==> config.mk <==
export PLATFORM = sky130hd
export DESIGN_NAME = dps20_tsv_arbiter
export DESIGN_NICKNAME = d
export VERILOG_FILES = /design/src/rtl/dps20_tsv_arbiter.sv
export SDC_FILE = /design/constraint.sdc
export NUM_CORES = 1
export LEC_CHECK = 0
export BUFFER_PORTS_ARGS = -buffer_cell sky130_fd_sc_hd__buf_2
export CORE_AREA = 2 2 111 70
export CTS_CLUSTER_SIZE = 30
export DETAILED_ROUTE_END_ITERATION = 10
export DIE_AREA = 0 0 113 72
export PLACE_DENSITY = 0.69
export SYNTH_ARGS = -nofsm -noshare
export SYNTH_HDL_FRONTEND = slang
export SYNTH_SLANG_ARGS = --single-unit
==> constraint.sdc <==
create_clock -name clock -period 2.3 [get_ports clock]
set_clock_uncertainty 0.1 [all_clocks]
set_input_delay 0.345 -clock clock [delete_from_list [all_inputs] [get_ports clock]]
set_output_delay 0.345 -clock clock [all_outputs]
set_load 0.005 [all_outputs]
==> src/rtl/dps20_tsv_arbiter.sv <==
// rtl/dps20_tsv_arbiter.sv - round-robin arbiter sharing one DPS-20 encoder/TSV bundle
module dps20_tsv_arbiter #(
    parameter int NUM_REQ   = 4,
    parameter int DLEN      = 15,
    parameter int CODE_MAX  = 21892,
    parameter int MAX_BURST = 8
) (
    input  logic                    clock,
    input  logic                    reset,
    input  logic [NUM_REQ-1:0]      req_valid,
    input  logic [NUM_REQ*DLEN-1:0] req_data,
    input  logic [NUM_REQ-1:0]      req_last,
    output logic [NUM_REQ-1:0]      req_ready,
    output logic [DLEN-1:0]         enc_data,
    output logic                    enc_valid,
    output logic                    enc_hdr,
    output logic [2:0]              grant_id,
    output logic                    range_err,
    output logic [15:0]             err_count
);

    localparam logic [1:0] S_IDLE = 2'd0;
    localparam logic [1:0] S_HDR  = 2'd1;
    localparam logic [1:0] S_DATA = 2'd2;
    localparam logic [1:0] S_GAP  = 2'd3;

    // Top NUM_REQ codewords are reserved as per-requester headers.
    localparam logic [DLEN-1:0] HDR_BASE    = DLEN'(CODE_MAX - NUM_REQ);
    localparam logic [8:0]      BURST_LIMIT = 9'(MAX_BURST);

    logic [1:0]      state;
    logic [2:0]      ptr;
    logic [7:0]      beat_cnt;

    logic [7:0]      valid_ext;
    logic [2:0]      idx;
    logic [2:0]      winner;
    logic            found;
    logic [DLEN-1:0] sel_data;
    logic            sel_valid;
    logic            sel_last;
    logic [8:0]      beat_next;
    logic            burst_end;

    // Widen valid to 8 bits so a 3-bit rotating index is always in range.
    always_comb begin
        valid_ext = 8'(req_valid);
    end

    // Round-robin scan starting just after the last granted requester.
    always_comb begin
        found  = 1'b0;
        winner = ptr;
        idx    = '0;
        for (int i = 1; i <= NUM_REQ; i++) begin
            idx = 3'((int'(ptr) + i) % NUM_REQ);
            if (!found && valid_ext[idx]) begin
                found  = 1'b1;
                winner = idx;
            end
        end
    end

    // Multiplex the granted requester's beat, valid and last.
    always_comb begin
        sel_data  = '0;
        sel_valid = 1'b0;
        sel_last  = 1'b0;
        for (int k = 0; k < NUM_REQ; k++) begin
            if (grant_id == 3'(k)) begin
                sel_data  = req_data[k*DLEN +: DLEN];
                sel_valid = req_valid[k];
                sel_last  = req_last[k];
            end
        end
        beat_next = {1'b0, beat_cnt} + 9'd1;
        burst_end = sel_last || (beat_next == BURST_LIMIT);
    end

    // Accept only the granted requester, and only while its burst is open.
    always_comb begin
        req_ready = '0;
        for (int k = 0; k < NUM_REQ; k++) begin
            req_ready[k] = (state == S_DATA) && (grant_id == 3'(k));
        end
    end

    // Burst framing FSM with registered encoder-side outputs.
    always_ff @(posedge clock) begin
        if (reset) begin
            state     <= S_IDLE;
            ptr       <= 3'(NUM_REQ - 1);
            beat_cnt  <= '0;
            grant_id  <= '0;
            enc_data  <= '0;
            enc_valid <= 1'b0;
            enc_hdr   <= 1'b0;
            range_err <= 1'b0;
            err_count <= '0;
        end else begin
            range_err <= 1'b0;
            case (state)
                S_IDLE: begin
                    enc_valid <= 1'b0;
                    enc_hdr   <= 1'b0;
                    if (found) begin
                        grant_id <= winner;
                        ptr      <= winner;
                        state    <= S_HDR;
                    end
                end
                S_HDR: begin
                    enc_data  <= HDR_BASE + DLEN'(grant_id);
                    enc_valid <= 1'b1;
                    enc_hdr   <= 1'b1;
                    beat_cnt  <= '0;
                    state     <= S_DATA;
                end
                S_DATA: begin
                    enc_hdr <= 1'b0;
                    if (sel_valid) begin
                        enc_valid <= 1'b1;
                        beat_cnt  <= beat_next[7:0];
                        if (sel_data < HDR_BASE) begin
                            enc_data <= sel_data;
                        end else begin
                            // Out-of-range beats are replaced by 0 so no header is forged.
                            enc_data  <= '0;
                            range_err <= 1'b1;
                            if (err_count != 16'hFFFF) begin
                                err_count <= err_count + 16'd1;
                            end
                        end
                        if (burst_end) begin
                            state <= S_GAP;
                        end
                    end else begin
                        // Bubble: keep enc_data steady so the TSVs do not toggle.
                        enc_valid <= 1'b0;
                    end
                end
                S_GAP: begin
                    enc_valid <= 1'b0;
                    enc_hdr   <= 1'b0;
                    state     <= S_IDLE;
                end
                default: begin
                    state <= S_IDLE;
                end
            endcase
        end
    end

endmodule

==> results.toml <==
[logic_synthesis]
synth.distinct_cells = 50
synth_seq_cells = 48
yosysWarnings = 0
syn_area_per_cell_sq_um = 9.14
syn-cell-area_sq_mm = 0.00280
synth_ff_type = "dfxtp_1"
synthArstFlopShare_pct = 0
post-synth-top-area-cell = "dfxtp_1"
seq_area_frac_synth_pct = 34.4
synthesis.nets = 381
synthCells = 306
synth_area_leaders = "dfxtp_1 (34%), mux4_2 (8.1%), mux4_1 (6.6%)"
netlist.area_leader.share_pct = 34.4
synth_edf_count = 0

[clocking]
clock_latency_ns = 0.29
cts-root-buf = "clkbuf_16"
htree_levels = 2
postCtsHoldBufs = 0
cts.path.max_buffers = 2
cts_tree = "yes"
clkTransAtPathRegs_ns = 0.07
cts.sinks = 48
cts_buffers = 5

[sta]
slew-limit-headroom_pct = 52.4
period_share_pct = 96.9
min_period_ns = 2.23
setup_viol_count_final = 0
hold_violations = 0
finalMaxSlewViolations = 0
tightest_slew_ns = 0.714
fmax_mhz = 449
rsz0062_at_grt = "yes"
finalSetupTns_ns = 0

[global_routing]
grt_start_max_net_pins = 37
track_usage_pct = 19.5
first_global_vias = 2685
grt_pass1_wl_mm = 12.9
grt_remaining_overflow = 0
antenna_found_initial = 0

[floorplanning]
dieHeight_um = 72
rows = 24
io_pins = 111
start_util_pct = 39.5
core_area_sq_mm = 0.00709
die_w_um = 113
fp.dieArea_sq_mm = 0.00814

[routing]
routedWlPerCell_um = 14.9
drt-total-wl_mm = 7.77
firstDrtPassIters = 7
via_per_inst = 5.37
drtAntennaViolNets = 0
num_vias = 2799
detail_route.iter0.violations = 222
drc = 10

[power_and_ir_drop]
total_power_mw = 3.59
p_per_area_mw_per_mm2 = 957
power_leakage_nw = 1.65
peakVddDrop_mv = 0.532

[outcome]
violations = "design-rule violations"
status = "complete, but fails checks"

[worst_setup_path]
critPathRequiredTime_ns = 2.42
startpoint_type = "flop"
cp_slowest_cell = "mux4_2"
end_kind = "flop"
critical-path-max-stage-delay_ns = 0.39
critPathKind = "reg -> reg"
crit_arrival_ns = 2.35
critPathMaxFanout = 10
path_cells = "buf_12 > mux4_2 > and3_4 > a2bb2oi_4 > or3_4 > or3_1 > a21oi_2"

[cells_and_area]
multiInputGateArea_sq_mm = 0.00170
final_net_count = 504
seq_area_sq_um = 963
fin_util_pct = 52.9
fillCellCount = 675
num_antenna_cells = 0
syn_to_final_growth_pct = 34.1
drive_gt1_share_pct = 40.7

[worst_hold_path]
hp-class = "in -> reg"

[placement]
portBuffers = 109
dp_hpwl_mm = 6.04
gp_congestion = 0.833

[flow_run]
maxCapViolCount = 0
==> cell type report <==
type	count	share of cell area, %
Sequential cell	48	25.7
Multi-Input combinational cell	229	45.3
Clock inverter	3	1.13
Tap cell	91	3.04
Inverter	8	0.801
Clock buffer	5	3.34
Timing Repair Buffer	137	20.7
==> sequential cells by signal (all words and copies together) (netlist names) <==
name and cells:
err_count 16, enc_data 15, beat_cnt 8, grant_id 2
ptr 2, state 2, enc_hdr 1, enc_valid 1
range_err 1
==> path summary, 6_finish.rpt <==
path / from / end / slack [ns] / depth (start not counted)
max: grant_id[0] / err_count[4] / 0.07 / 7
min: req_valid[3] / ptr[1] / 0.34 / 3
max reg2reg: grant_id[0] / err_count[4] / 0.07 / 7
min reg2reg: enc_data[1] / enc_data[1] / 0.37 / 2
==> stage by stage <==
| stage | cell area (sq um) | setup slack, ns | hold WS, ns | instances |
|---|---|---|---|---|
| final | 3750 | 0.0720 | 0.342 | 521 |
| after floorplan | 2800 | 0.0858 | 0.337 | 306 |
| after global placement | 3530 | -0.0660 | 0.350 | 510 |
| after global routing | 3750 | -0.0188 | 0.358 | 521 |
| after detailed placement | 3530 | -0.0910 | 0.355 | 510 |
| after CTS | 3720 | 0.00254 | 0.334 | 520 |
==> metal layers <==
| metal | up-vias | GRT usage [%] | wire, um |
|---|---|---|---|
| met5 | - | 0 | 0 |
| met4 | 0 | 2.98 | 57 |
| met3 | 7 | 4.43 | 545 |
| met2 | 103 | 32.1 | 3440 |
| met1 | 1312 | 27.2 | 3730 |
| li1 | 1377 | - | - |
==> placed cells by master, fill, tap and decap left out, types with 3 or more instances in the layout <==
cell	synthesis	final
buf_2	3	109
and2_1	5	3
nor2_1	42	42
nand3_1	16	16
ha_1	5	5
xnor2_1	9	9
nor4_1	7	7
nand4_1	5	5
nor2b_1	5	5
clkbuf_16	0	5
dfxtp_1	48	46
a21oi_1	21	20
or3_1	4	3
mux4_1	7	4
o21ai_1	3	3
and3_1	7	7
xor2_1	5	5
inv_1	8	8
buf_4	1	25
nand2_1	17	17
nor3_1	16	16
mux4_2	10	13
o21ai_0	6	6
a22oi_1	7	7
==> synthesized netlist by cell type, types with 2 or more instances <==
master and n:
buf_6 4, inv_1 8, a21oi_1 21, buf_2 3, ha_1 5, mux4_2 10
nor4_1 7, o2111ai_1 2, nand3b_1 2, o21ai_1 3, clkbuf_1 11, o41ai_1 2
buf_1 2, xnor2_1 9, nor2b_1 5, a211oi_1 2, and2_1 5, nand2_1 17
or4_1 2, nor2_1 42, a22oi_1 7, mux4_1 7, and3_1 7, nand4_1 5
mux2i_1 2, nor3_1 16, a221oi_2 2, or3_1 4, xor2_1 5, nand3_1 16
o21ai_0 6, o21bai_1 2, dfxtp_1 48
==> what timing repair did <==
| action | in CTS | in global routing |
|---|---|---|
| setup endpoints to repair | 23 | 30 |
| hold endpoints to repair | 0 | 0 |
| gates resized for setup | 5 | 10 |
| setup buffers | 1 | 1 |
| pin swaps | 2 | 4 |
| cloned | 1 | 0 |
==> kinds of logic (layout without fill, tap and decap cells) <==
logic type,Yosys count,after routing,synth area share [%]
muxes,19,19,15.3
adders and majority gates,5,5,2.24
and+or+nand+nor,135,135,24.2
buffers and inverters,30,153,5.95
other,1,1,0.134
DFF,48,48,34.4
xor gates and xnor gates,14,14,4.38
AOI/OAI and AO/OA,54,55,13.4
==> power by group <==
group | total, mW | internal, mW | leakage [nW] | switching [mW]
clock | 0.822 | 0.511 | 0.0798 | 0.312
sequential | 1.04 | 0.955 | 0.391 | 0.0889
combinational | 1.72 | 0.873 | 1.18 | 0.850
==> critical path, delay by kind of cell (launching register included) <==
family / cells / cell delay, ns
flip-flops: 1 / 0.33
multiplexers: 1 / 0.39
AND/OR/NAND/NOR: 3 / 0.97
buffers and inverters: 1 / 0.14
AO/OA/AOI/OAI: 2 / 0.22
No activity file was read; power rests on OpenSTA's default activity.
